[src/rtl/instr_encoder_loader.sv]
// Packs decoded MIPS-subset instruction fields into 32-bit words and streams them
// into instruction memory at sequential byte addresses, up to DEPTH words.
module instr_encoder_loader #(
  parameter logic [31:0] BASE_ADDR = 32'h0000_0000,
  parameter int          DEPTH     = 256
) (
  input  logic        clk,
  input  logic        rstN,
  input  logic        clear,
  input  logic        inValid,
  output logic        inReady,
  input  logic [3:0]  opSel,
  input  logic [4:0]  rs,
  input  logic [4:0]  rt,
  input  logic [4:0]  rd,
  input  logic [15:0] imm,
  input  logic [25:0] jAddr,
  output logic        imValid,
  input  logic        imReady,
  output logic [31:0] imAddr,
  output logic [31:0] imData,
  output logic [15:0] wordCount,
  output logic        full,
  output logic        err
);

  localparam logic [3:0] OP_LW   = 4'd0;
  localparam logic [3:0] OP_SW   = 4'd1;
  localparam logic [3:0] OP_J    = 4'd2;
  localparam logic [3:0] OP_JR   = 4'd3;
  localparam logic [3:0] OP_JAL  = 4'd4;
  localparam logic [3:0] OP_BEQ  = 4'd5;
  localparam logic [3:0] OP_BNE  = 4'd6;
  localparam logic [3:0] OP_XORI = 4'd7;
  localparam logic [3:0] OP_ADDI = 4'd8;
  localparam logic [3:0] OP_ADD  = 4'd9;
  localparam logic [3:0] OP_SUB  = 4'd10;
  localparam logic [3:0] OP_SLT  = 4'd11;

  localparam logic [15:0] LP_DEPTH = 16'(DEPTH);
  localparam logic [15:0] LP_LAST  = 16'(DEPTH - 1);

  logic        r_im_valid;
  logic [31:0] r_im_addr;
  logic [31:0] r_im_data;
  logic [15:0] r_word_count;
  logic        r_full;
  logic        r_err;

  logic        w_legal;
  logic [31:0] w_word;
  logic        w_slot_free;
  logic        w_accept;
  logic        w_xfer;

  always_comb begin
    w_legal = 1'b1;
    w_word  = '0;
    case (opSel)
      OP_LW:   w_word = {6'h23, rs, rt, imm};
      OP_SW:   w_word = {6'h2B, rs, rt, imm};
      OP_J:    w_word = {6'h02, jAddr};
      OP_JR:   w_word = {6'h00, rs, 15'd0, 6'h08};
      OP_JAL:  w_word = {6'h03, jAddr};
      OP_BEQ:  w_word = {6'h04, rs, rt, imm};
      OP_BNE:  w_word = {6'h05, rs, rt, imm};
      OP_XORI: w_word = {6'h0E, rs, rt, imm};
      OP_ADDI: w_word = {6'h08, rs, rt, imm};
      OP_ADD:  w_word = {6'h00, rs, rt, rd, 5'd0, 6'h20};
      OP_SUB:  w_word = {6'h00, rs, rt, rd, 5'd0, 6'h22};
      OP_SLT:  w_word = {6'h00, rs, rt, rd, 5'd0, 6'h2A};
      default: w_legal = 1'b0;
    endcase
  end

  // The DEPTH-th word in flight must not be refilled, otherwise a (DEPTH+1)-th
  // word would already be pending when full rises and could still be written.
  assign w_slot_free = !r_im_valid || (imReady && (r_word_count != LP_LAST));
  assign inReady     = !r_full && w_slot_free;
  assign w_accept    = inValid && inReady;
  assign w_xfer      = r_im_valid && imReady;

  always_ff @(posedge clk) begin
    if (!rstN || clear) begin
      r_im_valid   <= 1'b0;
      r_im_data    <= '0;
      r_im_addr    <= BASE_ADDR;
      r_word_count <= '0;
      r_full       <= 1'b0;
      r_err        <= 1'b0;
    end else begin
      if (w_xfer) begin
        r_im_addr    <= r_im_addr + 32'd4;
        r_word_count <= r_word_count + 16'd1;
        r_full       <= (r_word_count + 16'd1) == LP_DEPTH;
      end
      if (w_accept && w_legal) begin
        r_im_valid <= 1'b1;
        r_im_data  <= w_word;
      end else begin
        if (w_accept) r_err <= 1'b1;
        if (w_xfer)   r_im_valid <= 1'b0;
      end
    end
  end

  assign imValid   = r_im_valid;
  assign imAddr    = r_im_addr;
  assign imData    = r_im_data;
  assign wordCount = r_word_count;
  assign full      = r_full;
  assign err       = r_err;

endmodule
[config.mk]
export PLATFORM = sky130hd
export DESIGN_NAME = instr_encoder_loader
export DESIGN_NICKNAME = d
export VERILOG_FILES = /design/src/rtl/instr_encoder_loader.sv
export SDC_FILE = /design/constraint.sdc
export NUM_CORES = 1
export LEC_CHECK = 0
export ABC_AREA = 1
export CELL_PAD_IN_SITES_DETAIL_PLACEMENT = 2
export CELL_PAD_IN_SITES_GLOBAL_PLACEMENT = 2
export CORE_ASPECT_RATIO = 1.1
export CORE_MARGIN = 5
export CORE_UTILIZATION = 24
export DETAILED_ROUTE_END_ITERATION = 8
export PLACE_DENSITY = 0.91
export SYNTH_ARGS = -nofsm -noshare
export SYNTH_HDL_FRONTEND = slang
export SYNTH_SLANG_ARGS = --single-unit
[constraint.sdc]
create_clock -name clk -period 1.8 [get_ports clk]
set_input_delay 0.27 -clock clk [delete_from_list [all_inputs] [get_ports clk]]
set_output_delay 0.27 -clock clk [all_outputs]
set_load 0.01 [all_outputs]
# ---- Word level (Yosys, flattened, before mapping)
# Cells that the tools add are included.
dict set report totals {
  mem_count 0
  out_inout_bits 84
  word_cells 40
  ff_bits 83
  romBits 0
  latchBits 0
  mem_bits_rw 0
  in_bits 66
}
dict set report classes {
  n_bitwise 1
  magnitude_cmp 0
  shifts 0
  n_reduce_logical 14
  div 0
  add_sub_neg 2
  n_eq_ne 13
  n_mul 0
  muxes 4
}
# operator count
set ops {}
lappend ops {{$pmux W32 S12} 1}
lappend ops {{$add A32 B3 Y32 const B} 1}
lappend ops {{$add A16 B1 Y16 const B} 1}
lappend ops {{$eq A16 B9 Y1 const B} 1}
lappend ops {{$eq A4 B3 Y1 const B} 4}
lappend ops {{$eq A4 B4 Y1 const B} 4}
lappend ops {{$ne A16 B8 Y1 const B} 1}
lappend ops {{$reduce_or A12 Y1} 1}
lappend ops {{$eq A4 B2 Y1 const B} 2}
lappend ops {{$logic_and A1 B1 Y1} 5}
lappend ops {{$eq A4 B1 Y1 const B} 1}
lappend ops {{$logic_not A4 Y1} 1}
lappend ops {{$logic_not A1 Y1} 3}
lappend ops {{$mux W1} 3}
lappend ops {{$logic_or A1 B1 Y1} 2}
lappend ops {{$reduce_and A2 Y1} 1}
lappend ops {{$reduce_bool A2 Y1} 1}
lappend ops {{$not A1 Y1} 1}

# ---- Longest topological paths before layout
# Gate-level depths: netlist of the first run.
dict set report logic_depth {
  word_depth 8
  ltp_mapped 12
  ltp_nobuf 12
}

# ---- Worst setup path after synthesis of the first run
# Ideal clock, no wire load.
dict set report synth_path {
  kind {register -> register}
  from {register r_word_count[1] (netlist: wordCount[1])}
  to {register r_im_data[14] (netlist: imData[14])}
  setup_ns 0.113
  t_arrival_ns 1.448
  synth_period_minus_slack_ns 1.561
  slack_ns 0.239
  required_time_ns 1.687
  stages_incl_launch_ff 12
  n_path_buf 1
  cell_sequence {dfxtp_1 -> ha_1 -> nand3_2 -> inv_2 -> nand2_2 -> nor2_4 -> nor2_4 -> nand3_4 -> buf_6 -> nand2_1 -> nand2_1 -> nor2_1}
}
dict set report synth_between {
  elab_chain_len 6
}
# element line_no
set synth_lines {}
lappend synth_lines {{start, declared} 46} ;# logic [15:0] r_word_count;
lappend synth_lines {{start signal, assigned} 94} ;# r_word_count <= r_word_count + 16'd1;
lappend synth_lines {{$ne A16 B8 Y1} 78} ;# assign w_slot_free = !r_im_valid || (imReady && (r_word_count != LP_LAST));
lappend synth_lines {{$logic_and A1 B1 Y1} 78}
lappend synth_lines {{$logic_or A1 B1 Y1} 78}
lappend synth_lines {{$logic_and A1 B1 Y1} 79} ;# assign inReady = !r_full && w_slot_free;
lappend synth_lines {{$logic_and A1 B1 Y1} 80} ;# assign w_accept = inValid && inReady;
lappend synth_lines {{$logic_and A1 B1 Y1} 97} ;# if (w_accept && w_legal) begin
lappend synth_lines {{end signal, assigned} 99} ;# r_im_data <= w_word;
lappend synth_lines {{end, declared} 45} ;# logic [31:0] r_im_data;
# No other way between the ends.
# A chain may end at the register's enable or synchronous reset.

# ---- Worst setup path after layout of the first run
dict set report layout_path {
  from {register r_word_count[0] (netlist: wordCount[0])}
  to {register r_im_data[25] (netlist: imData[25])}
}
# Same word-level chain as after synthesis.

==> reports/qor.yml, run 1 <==
die:
  fp.dieH_um: 152.9
  ios: 150
  rows: 52
  start_util_pct: 24.28
  dieWidth_um: 139.9
  core_um2: 18350
  die_area_um2: 21390
yosys:
  synth_cells: 675
  syn_area_um2: 4454
  ys_seq_area_share_pct: 35.96
  yosysUniqueCellTypes: 36
  synth_seq_cells: 80
  avgSynthCellArea_um2: 6.599
  yosysWarnings: 0
drt:
  drt-vias-per-instance: 4.684
  wl_per_cell_um: 17.87
  routed_wirelength_um: 20250
  vias: 5307
  drt_iter0_markers: 124
  drtPass1Iterations: 4
  ant_nets: 0
  drc_errors: 0
place:
  gp_congestion: 0.8053
  place_area_um2: 6625
  port_buffers: 146
  dp_slack_ns: -0.3318
  dp_hpwl_um: 14780
critical_path:
  worstPathArrival_ns: 1.97
  worstReg2RegEnd: "imData[25]"
  start_kind: "register"
  crit_type: "register to register"
  r2r_slack_ns: 0.08
  crit_fanout: 8
  r2r-start: "wordCount[0]"
  reg2regPathDepth: 11
  crit_path_end_kind: "register"
  cp.required_ns: 2.05
timing:
  finClkSkew_ns: 0.007100
  min_period_over_period_pct: 95.44
  slew_violations: 0
  rsz0062_at_grt: "true"
  hold_viol_final: 0
  totalNegativeSetupSlack_ns: 0
  hold_ws_ns: 0.4652
  fmax_mhz: 582.1
  setup_viol: 0
  post-route-min-period_ns: 1.718
  timing.final.ws_setup_ns: 0.08214
clocking:
  htreeDepth: 3
  cts_buffers: 9
  insertion_delay_ns: 0.36
  clk_transition_reported_paths_ns: 0.07
  clock-sinks: 80
  root_buffer: "clkbuf_16"
  cts_tree: "built"
  clk_path_buf_depth: 2
global_routing:
  grt_pass1_vias: 5927
  antenna_found_initial: 0
  grt_remaining_overflow: 0
  grt_pass1_wl_um: 30520
  grt_max_degree: 49
  track_usage_pct: 17.60
finish:
  fin_util_pct: 39.20
  fin_area_um2: 7193
  layout-drive-gt1-share_pct: 17.19
  fillerInstances: 2145
  antenna_cells: 0
  nets: 954
  area_delta_synth_final_pct: 61.49
worst_hold_path:
  holdPathStages: 2
  worstHoldPathType: "register to register"
  hold_path_startpoint: "imData[27]"
  worstHoldEndpoint: "imData[27]"
pwr:
  irDropWorstVdd_v: 0.0004516
  p_per_area_nw_per_um2: 644.9
  power.leakage_nw: 2.938
outcome:
  status: "finished, final reports clean"
run:
  maxCapViolations: 0
cell families after synthesis:
kind of cell / Yosys count / synth area share [%]
adders and majority gates: 3 / 0.8428
and+or+nand+nor: 361 / 36.38
DFF: 80 / 35.96
buffers and inverters: 120 / 11.38
xor gates and xnor gates: 9 / 1.770
other: 1 / 0.08419
AOI/OAI and AO/OA: 101 / 13.60
per-stage QoR:
stage                     instances  total power, mW
after floorplan                 677            2.141
after global placement         1108            2.470
after detailed placement       1108            2.499
after CTS                      1124            4.659
after global routing           1133            4.824
final                          1133            4.639
worst max path at each step:
stage / from / end / slack (ns) / cells past startpoint
2_1_floorplan: wordCount[1] / imData[14] / 0.24 / 11
3_3_place_gp: imReady / imAddr[27] / -0.20 / 10
3_5_place_dp: opSel[1] / imData[14] / -0.33 / 9
4_1_cts: wordCount[9] / inReady / -0.09 / 7
5_1_grt: wordCount[8] / full / -0.08 / 11
6_report: wordCount[0] / imData[25] / 0.08 / 11
metal layers:
layer | share of wire (%) | global-route usage (%)
met1 | 38 | 18.37
met2 | 54 | 33.30
met5 | 0 | 0
met4 | 1.4 | 4.984
met3 | 6.5 | 5.875
repair_timing:
item / CTS / global route
setup buffers: 0 / 5
setup endpoints to repair: 16 / 40
pin swaps: 1 / 7
gates resized for setup: 7 / 35
gates cloned: 0 / 4
hold buffers: 0 / 0
synth_stat cells (all sizes together):
library cell	n	area [µm²]
and2	2	12.51
nor3b	1	7.510
clkbuf	11	41.29
xor2	6	52.55
o21ai	30	150.1
ha	3	37.54
inv	95	356.6
dfxtp	80	1602
a22o	18	157.7
nand2	177	681.9
nand3b	2	15.01
buf	14	108.8
a22oi	1	7.510
nor3	12	75.07
a41oi	2	17.52
or2	1	6.260
nor4	1	6.260
xnor2	3	26.28
nand3	29	172.7
a21oi	41	205.2
conb	1	3.750
o21a	2	15.01
o211ai	7	52.55
nor2	110	480.5
nand4	26	162.7
cells in the final DEF (no fill, tap or decap), drive strengths merged, types with 2 or more instances in the layout:
| cell type | instances |
|---|---|
| a21oi | 41 |
| o21a | 2 |
| clkdlybuf4s50 | 145 |
| nand3 | 29 |
| xnor2 | 3 |
| o21ai | 30 |
| and2 | 2 |
| a41oi | 2 |
| o211ai | 7 |
| conb | 3 |
| inv | 98 |
| dfxtp | 80 |
| xor2 | 6 |
| bufinv | 2 |
| nor3 | 12 |
| nand3b | 2 |
| nand4 | 26 |
| buf | 73 |
| clkbuf | 14 |
| a22o | 18 |
| nor2 | 110 |
| nand2 | 177 |
| ha | 3 |
flip-flops by register name, indices dropped and copies added, names as in the netlist:
| name | flops |
|---|---|
| imValid | 1 |
| imData | 31 |
| full | 1 |
| err | 1 |
| wordCount | 16 |
| imAddr | 30 |
layout make-up:
cell class	count	area [µm²]	area share, %
Tap cell	243	304.0	4.227
Clock inverter	6	97.59	1.357
Sequential cell	80	1615	22.46
Multi-Input combinational cell	477	2434	33.83
Timing Repair Buffer	222	2145	29.81
Inverter	95	359.1	4.992
Clock buffer	10	239.0	3.322
critical path, stage by stage, from the launching register on:
cell,delay (ns)
dfxtp_2,0.34
ha_4,0.17
nand3_2,0.09
inv_2,0.05
nand2_4,0.07
nor2_4,0.05
nor2_4,0.11
buf_8,0.12
nand3_4,0.19
clkbuf_16,0.24
nor2_1,0.12
nor2_1,0.06
where the power goes:
part	internal (mW)	leakage (nW)	switching, mW
Sequential	1.80	0.651	0.0200
Clock	1.28	0.166	0.855
Combinational	0.356	2.12	0.333
Total	3.43	2.94	1.21
Power figures use the tool's default switching activity.
==> run 2: changes to the inputs <==
--- a/config.mk
+++ b/config.mk
@@ -13,6 +13,7 @@
 export CORE_UTILIZATION = 24
 export DETAILED_ROUTE_END_ITERATION = 8
 export PLACE_DENSITY = 0.91
+export SKIP_CTS_REPAIR_TIMING = 1
 export SYNTH_ARGS = -nofsm -noshare
 export SYNTH_HDL_FRONTEND = slang
 export SYNTH_SLANG_ARGS = --single-unit
==> reports/qor.yml, run 2 (same netlist as run 1, synthesis figures left out) <==
place:
  place_area_um2: 6625  # unchanged
  dp_hpwl_um: 14780  # unchanged
  gp_congestion: 0.8053  # unchanged
  port_buffers: 146  # unchanged
die:
  ios: 150  # unchanged
  core_um2: 18350  # unchanged
  fp.dieH_um: 152.9  # unchanged
  dieWidth_um: 139.9  # unchanged
  start_util_pct: 24.28  # unchanged
  rows: 52  # unchanged
  die_area_um2: 21390  # unchanged
timing:
  hold_viol_final: 0  # unchanged
  rsz0062_at_grt: "true"
  finClkSkew_ns: 0.008185  # +0.001085 ns
  post-route-min-period_ns: 1.713  # -0.004453 ns
  min_period_over_period_pct: 95.19  # -0.25 points
  setup_viol: 0  # unchanged
  fmax_mhz: 583.6  # +0.26%
  slew_violations: 0  # unchanged
critical_path:
  slowest_delay_ns: 0.34  # about the same
  crit_type: "register to register"
  slowest_stage: "dfxtp_2"
  r2r_slack_ns: 0.09  # about the same
  r2r-start: "wordCount[1]"
  crit_fanout: 16  # +8
  crit_path_end_kind: "register"
  worstPathCellList: "ha_4 -> nand3_2 -> inv_2 -> nand2_2 -> nor2_4 -> nor2_4 -> buf_6 -> nand3_4 -> clkbuf_16 -> nor2_1 -> nor2_1"
  startpoint: "wordCount[1]"
  worstPathArrival_ns: 1.97  # about the same
  start_kind: "register"
  endpoint: "imData[25]"
  worstReg2RegEnd: "imData[25]"
  cp.required_ns: 2.05  # about the same
  reg2regPathDepth: 11  # unchanged
finish:
  fin_util_pct: 38.59  # -0.61 points
  largest_reg_flops: 31  # unchanged
  nets: 947  # -0.73%
  fin_area_um2: 7081  # -1.6%
  layout-drive-gt1-share_pct: 15.86  # -1.3 points
  antenna_cells: 0  # unchanged
  final_cell_mix: "168 x nand2_1, 145 x clkdlybuf4s50_1, 90 x nor2_1"
  fillerInstances: 2153  # +0.37%
  area_delta_synth_final_pct: 58.96
  mostFrequentLayoutCell: "nand2_1"
clocking:
  insertion_delay_ns: 0.36  # about the same
  cts_tree: "built"
  clock-sinks: 80  # unchanged
  clk_path_buf_depth: 2  # unchanged
  root_buffer: "clkbuf_16"
  htreeDepth: 3  # unchanged
  clk_transition_reported_paths_ns: 0.07  # about the same
  cts_buffers: 9  # unchanged
global_routing:
  grt_max_degree: 49  # unchanged
  antenna_found_initial: 0  # unchanged
  grt.met1_usage_pct: 18.29  # -0.077 points
  met3_usage_pct: 5.875  # unchanged
  grt_pass1_wl_um: 30280  # -0.77%
  met2_usage_pct: 32.59  # -0.71 points
  grt_remaining_overflow: 0  # unchanged
  grt_pass1_vias: 5892  # -0.59%
  grt-busiest-layer: "met2"
  track_usage_pct: 17.45  # -0.15 points
pwr:
  power_frac_seq_pct: 39.5  # +0.3 points
  p_int_mw: 3.412  # -0.55%
  clockPowerShare_pct: 46.3  # +0.4 points
  switching_power_mw: 1.196  # -0.97%
  switching_share_pct: 25.95  # -0.081 points
  p_per_area_nw_per_um2: 650.9  # +0.92%
  irDropWorstVdd_v: 0.0004510  # -0.13%
  power.leakage_nw: 2.866  # -2.5%
  combPwrFrac_pct: 14.2  # -0.6 points
drt:
  drt_iter0_markers: 125  # +0.81%
  drtPass1Iterations: 4  # unchanged
  vias: 5264  # -0.81%
  drc_errors: 0  # unchanged
  ant_nets: 0  # unchanged
  drt-vias-per-instance: 4.675  # -0.19%
  routed_wirelength_um: 19450  # -3.9%
  wl_per_cell_um: 17.27  # -3.3%
worst_hold_path:
  worstHoldPathType: "register to register"
outcome:
  status: "finished, final reports clean"
run:
  maxCapViolations: 0  # unchanged
## run 2: power by group through the flow
stage               registers, mW  logic (mW)  clock network (mW)
floorplan                    1.88       0.266                   0
global placement             1.86       0.612                   0
detailed placement           1.86       0.638                   0
CTS                          1.82       0.642                2.20
global route                 1.82       0.714                2.26
finish                       1.82       0.655                2.14
## run 2: layout make-up
type | count | area, µm² | share of cell area, %
clock inverters | 6 | 97.59 | 1.378
well taps | 243 | 304.0 | 4.294
inverters | 95 | 359.1 | 5.072
flip-flops and latches | 80 | 1614 | 22.80
clock buffers | 10 | 239.0 | 3.375
multi-input cells | 477 | 2421 | 34.19
repair buffers | 215 | 2046 | 28.89
## run 2: per-layer routing
layer | wire length [µm] | share of wire [%]
met5 | 0 | 0
met4 | 299 | 1.5
met3 | 1317 | 6.8
met2 | 10380 | 53
met1 | 7452 | 38
## run 2: per-stage QoR
step	TNS (ns)	cells	setup WS (ns)	hold slack (ns)	power [mW]
floorplan	0	677	0.2391	0.4348	2.141
global placement	-5.524	1108	-0.1983	0.4428	2.470
detailed placement	-9.668	1108	-0.3318	0.4601	2.499
CTS	-0.8399	1124	-0.3892	0.4702	4.658
global route	-0.03371	1126	-0.01767	0.4916	4.800
finish	0	1126	0.08659	0.4657	4.609
## run 2: critical path, delay by kind of cell, from the launching register on
kind / cells / cell delay [ns]
AND/OR/NAND/NOR: 7 / 0.67
buffers and inverters: 3 / 0.44
flip-flops: 1 / 0.34
adder cells (fa/ha/maj): 1 / 0.17
## run 2: worst min-delay path by stage
stage,start,end,cells past startpoint
after detailed placement,imData[27],imData[27],2
after global placement,err,err,2
final,err,err,2
after CTS,imData[27],imData[27],2
after global routing,err,err,2
after floorplan,opSel[3],err,2
==> RTL edit 1, RTL diff (settings of run 1) <==
Put one more register stage on the output `wordCount`, without a reset. The value now appears one clock later. The other outputs are not delayed to match.
--- a/src/rtl/instr_encoder_loader.sv
+++ b/src/rtl/instr_encoder_loader.sv
@@ -108,5 +108,7 @@
   assign imAddr    = r_im_addr;
   assign imData    = r_im_data;
-  assign wordCount = r_word_count;
+  always_ff @(posedge clk) begin
+    wordCount <= r_word_count;
+  end
   assign full      = r_full;
   assign err       = r_err;
Check against the original RTL: not equivalent (Yosys sat finds a counterexample within 4 cycles, from zero or initial values).
==> RTL edit 1 against run 1 <==
The flow now finishes with violations (negative setup slack). Power is 8.5% higher. Final area grew 4.2%. Wire length is 4.2% higher. Worst hold slack got worse by 0.093 ns. Area after synthesis is 5.9% higher. Sequential cell count is 16 higher. Worst setup slack got worse by 0.092 ns. Critical endpoint is now imAddr[28]$_SDFFE_PP0P_.
==> RTL edit 1: results (changes against run 1) <==
[placement]
preCtsSetupSlack_ns=-0.328  ; was -0.332 ns
placed_area_um2=6980  ; was 6630 µm²
place_congestion=0.807  ; was 0.805

[setup_path]
crit_path_max_incr_delay_ns=0.39  ; was 0.34 ns

[routing]
wirelength_um=21100  ; was 20300 µm
wl_met1_um=8200  ; was 7770 µm
wl_met3_um=1200  ; was 1310 µm

[power]
peakVddDrop_uv=434  ; was 452 µV

[layout]
fillers=2201  ; was 2145
layout-drive-gt1-share_pct=16.5  ; was 17.2%
fin_cells=1151  ; was 1133

[logic_synthesis]
synth_common_cells=170 x nand2_1, 96 x dfxtp_1, 96 x inv_1  ; was 170 x nand2_1, 97 x nor2_1, 89 x inv_1
synth_compound_area_share_pct=12.5  ; was 13.6%

[global_routing]
grt_util_met3_pct=4.83  ; was 5.88%
grt_max_degree=27  ; was 49
grt_pass1_wl_um=32800  ; was 30500 µm
use_met1_pct=19.8  ; was 18.4%
grtUsageTotal_pct=18.4  ; was 17.6%

[clock_tree]
cts_setup_buffers=2  ; was 0
cts_resized=17  ; was 7

[sta]
clock_skew_ns=0.0105  ; was 0.00710 ns
fin_ws_ns=-0.00961  ; was 0.0821 ns
finalSetupViolations=1  ; was 0

[run_status]
outcome=finished, violations left  ; was complete, no violations
violations=negative setup slack

[RTL edit 1: changes by cell type after synthesis, sizes merged, moves of 3 or more]
cell,change
nor2,-16
nand3,+5
nand2,-4
nand4,+5
dfxtp,+16
a22o,-5
nor4,+3
[RTL edit 1: final timing paths]
kind	startpoint	end	slack (ns)	cells past startpoint
max	imValid$_SDFFE_PP0P_	imAddr[28]$_SDFFE_PP0P_	-0.01	8
max reg2reg	imValid$_SDFFE_PP0P_	imAddr[28]$_SDFFE_PP0P_	-0.01	8
min	r_word_count[15]$_SDFFE_PP0P_	wordCount[15]$_DFF_P_	0.37	0
min reg2reg	r_word_count[15]$_SDFFE_PP0P_	wordCount[15]$_DFF_P_	0.37	0
[RTL edit 1: report_power, final]
part / switching [mW] / internal [mW] / leakage (nW) / total, mW
Clock: 0.910 / 1.30 / 0.164 / 2.21
Sequential: 0.0194 / 2.16 / 0.778 / 2.18
Combinational: 0.314 / 0.336 / 2.20 / 0.650
Total: 1.24 / 3.79 / 3.14 / 5.03
[RTL edit 1: layout make-up]
| class | instances | area [µm²] | area share (%) |
|---|---|---|---|
| timing repair buffer | 229 | 2130 | 28.5 |
| tap | 247 | 309 | 4.12 |
| clock buffer | 11 | 253 | 3.37 |
| clock inverter | 4 | 76.3 | 1.02 |
| sequential | 96 | 1930 | 25.7 |
| multi-input combinational | 467 | 2430 | 32.4 |
| inverter | 97 | 367 | 4.89 |
[RTL edit 1: cell families (layout without fill, tap and decap cells)]
logic type               count (synthesis)  count (layout)
XOR/XNOR                                 9               9
buffers and inverters                  123             341
AO/OA/AOI/OAI                          100             100
AND/OR/NAND/NOR                        352             352
adder cells (fa/ha/maj)                  3               3
flip-flops                              96              96
other                                    1               3
==> RTL edit 2, RTL diff (settings of run 1) <==
Without the edit above. Change the parameter `DEPTH` from 256 to 192.
--- a/src/rtl/instr_encoder_loader.sv
+++ b/src/rtl/instr_encoder_loader.sv
@@ -3,5 +3,5 @@
 module instr_encoder_loader #(
   parameter logic [31:0] BASE_ADDR = 32'h0000_0000,
-  parameter int          DEPTH     = 256
+  parameter int          DEPTH     = 192
 ) (
   input  logic        clk,
Behaviour: no difference found for any inputs over 10 cycles, from zero or initial values; that may be too few to reach the edited logic, so the function may still have changed.
==> RTL edit 2 against run 1 <==
Via count down 2.9%. Sequential share of layout area increased by 0.39 points. Clock skew increased by 0.0022 ns. Maximum frequency shrank 1.9%. Sequential cell count is the same. Worst setup slack got worse by 0.033 ns. Highest routed layer unchanged. Power down 9.7%. Global-route usage shrank 0.59 points. Combinational power shrank 11%. Final area is 1.8% lower. Wire length is 4.3% lower. Area after synthesis grew 1.0%.
==> RTL edit 2: results (changes against run 1) <==
[global_routing]
grtUsageTotal_pct=17.0  ; was 17.6%
grt_max_degree=33  ; was 49
grt_pass1_vias=5752  ; was 5927
grt_pass1_wl_um=29600  ; was 30500 µm

[logic_synthesis]
synth_common_cells=156 x nand2_1, 80 x dfxtp_1, 69 x inv_1  ; was 170 x nand2_1, 97 x nor2_1, 89 x inv_1
synth_area_leaders=dfxtp_1 36%, nand2_1 13%, inv_1 5.8%  ; was dfxtp_1 36%, nand2_1 14%, nor2_1 8.2%
synth-main-ff-cell=dfxtp_1  ; unchanged
avgSynthCellArea_um2=7.03  ; was 6.60 µm²
synthDistinctLibCells=39  ; was 36
synth_warnings=0  ; unchanged
synth-seq-area-share_pct=35.6  ; was 36.0%

[placement]
place_congestion=0.792  ; was 0.805
placed_cells=1071  ; was 1108
hpwl_um=14900  ; was 14800 µm

[routing]
vias=5153  ; was 5307
dr.first_iter.drc_count=165  ; was 124
viasPerCell=4.71  ; was 4.68
detail_route.wl_per_cell_um=17.7  ; was 17.9 µm

[clock_tree]
cts_max_level=3  ; unchanged
clkLatencyLatePin_ns=0.34  ; was 0.36 ns

[layout]
fillers=2138  ; was 2145
layout.nets=914  ; was 954
layout-drive-gt1-share_pct=21.8  ; was 17.2%
diodes=0  ; unchanged

[run_status]
outcome=complete, no violations  ; unchanged

[sta]
clock_skew_ns=0.00928  ; was 0.00710 ns

[setup_path]
crit_path_top_delay_cell=clkdlybuf4s50_1  ; was dfxtp_2
cp_max_fo=16  ; was 8
crit_path_max_incr_delay_ns=0.56  ; was 0.34 ns
crit_family=buffers and inverters  ; was simple AND/OR/NAND/NOR gates

[power]
p_leak_nw=2.75  ; was 2.94 nW
peakVddDrop_uv=435  ; was 452 µV

[floorplan]
core_area_um2=18400  ; was 18300 µm²

[RTL edit 2: cell count changes in the layout (fill, tap and decap cells not counted), moves of 6 or more]
| cell | delta |
|---|---|
| nand3_1 | +7 |
| nor2_1 | -29 |
| nand4_1 | -12 |
| inv_1 | -17 |
| a21oi_2 | +24 |
| nand2_1 | -13 |
| o21ai_1 | +7 |
| nand2_2 | +18 |
| a21oi_1 | -8 |
| o21ai_0 | -6 |
| nor2_2 | -8 |
[RTL edit 2: worst min-delay path, delay by kind of cell (launching register included)]
| kind | cells | cell delay, ns |
|---|---|---|
| AOI/OAI and AO/OA | 1 | 0.06 |
| buffers and inverters | 1 | 0.05 |
| DFF | 1 | 0.31 |
[RTL edit 2: path summary, 6_finish.rpt]
check	from	to	slack [ns]	cells after the start
max	imReady	imData[26]$_SDFFE_PP0P_	0.05	9
min	err$_SDFFE_PP0P_	err$_SDFFE_PP0P_	0.46	2
max reg2reg	wordCount[1]$_SDFFE_PP0P_	imData[26]$_SDFFE_PP0P_	0.10	10
min reg2reg	err$_SDFFE_PP0P_	err$_SDFFE_PP0P_	0.46	2
[RTL edit 2: final cells by class]
cell class | count | share of cell area (%)
Multi-Input combinational cell | 459 | 36.2
Timing Repair Buffer | 214 | 28.4
Sequential cell | 80 | 22.8
Inverter | 81 | 4.31
Tap cell | 243 | 4.31
Clock buffer | 12 | 3.49
Clock inverter | 4 | 0.425
[RTL edit 2: report_power, final]
part           switching (mW)  internal [mW]  leakage (nW)
sequential             0.0184           1.79         0.651
combinational           0.302          0.312          1.97
clock                   0.782          0.977         0.133
total                    1.10           3.08          2.75
[RTL edit 2: metal layers]
layer	track usage (%)	wire, µm
met2	32.5	10600
met3	4.69	1120
met4	6.05	372
met5	0	0
met1	17.6	7320
[RTL edit 2: cells by family (layout without fill, tap and decap cells)]
| group | count (synthesis) | in the layout | share of synthesized area, % |
|---|---|---|---|
| compound gates | 120 | 120 | 17.5 |
| xor+xnor | 9 | 9 | 1.75 |
| fa+ha+maj | 3 | 3 | 0.834 |
| buf+inv | 104 | 311 | 10.4 |
| flops | 80 | 80 | 35.6 |
| other cells | 1 | 3 | 0.0833 |
| simple gates | 323 | 324 | 33.8 |
[RTL edit 2: what timing repair did]
| item | 4_1_cts | 5_1_grt |
|---|---|---|
| gates resized for setup | 14 | 22 |
| setup buffers | 1 | 4 |
| gates cloned | 0 | 1 |
| pin swaps | 3 | 6 |
| endpoints found under the setup margin | 5 | 27 |
[RTL edit 2: through the flow]
stage          worst slack (ns)  util [%]  power (mW)  area (µm²)
2_1_floorplan             0.105         -        2.13        4510
3_3_place_gp             -0.306      36.0        2.44        6630
3_5_place_dp             -0.365      36.0        2.46        6630
4_1_cts                 0.00308      37.7        4.23        6950
5_1_grt                 -0.0237      38.3        4.36        7060
6_report                 0.0489      38.3        4.19        7060
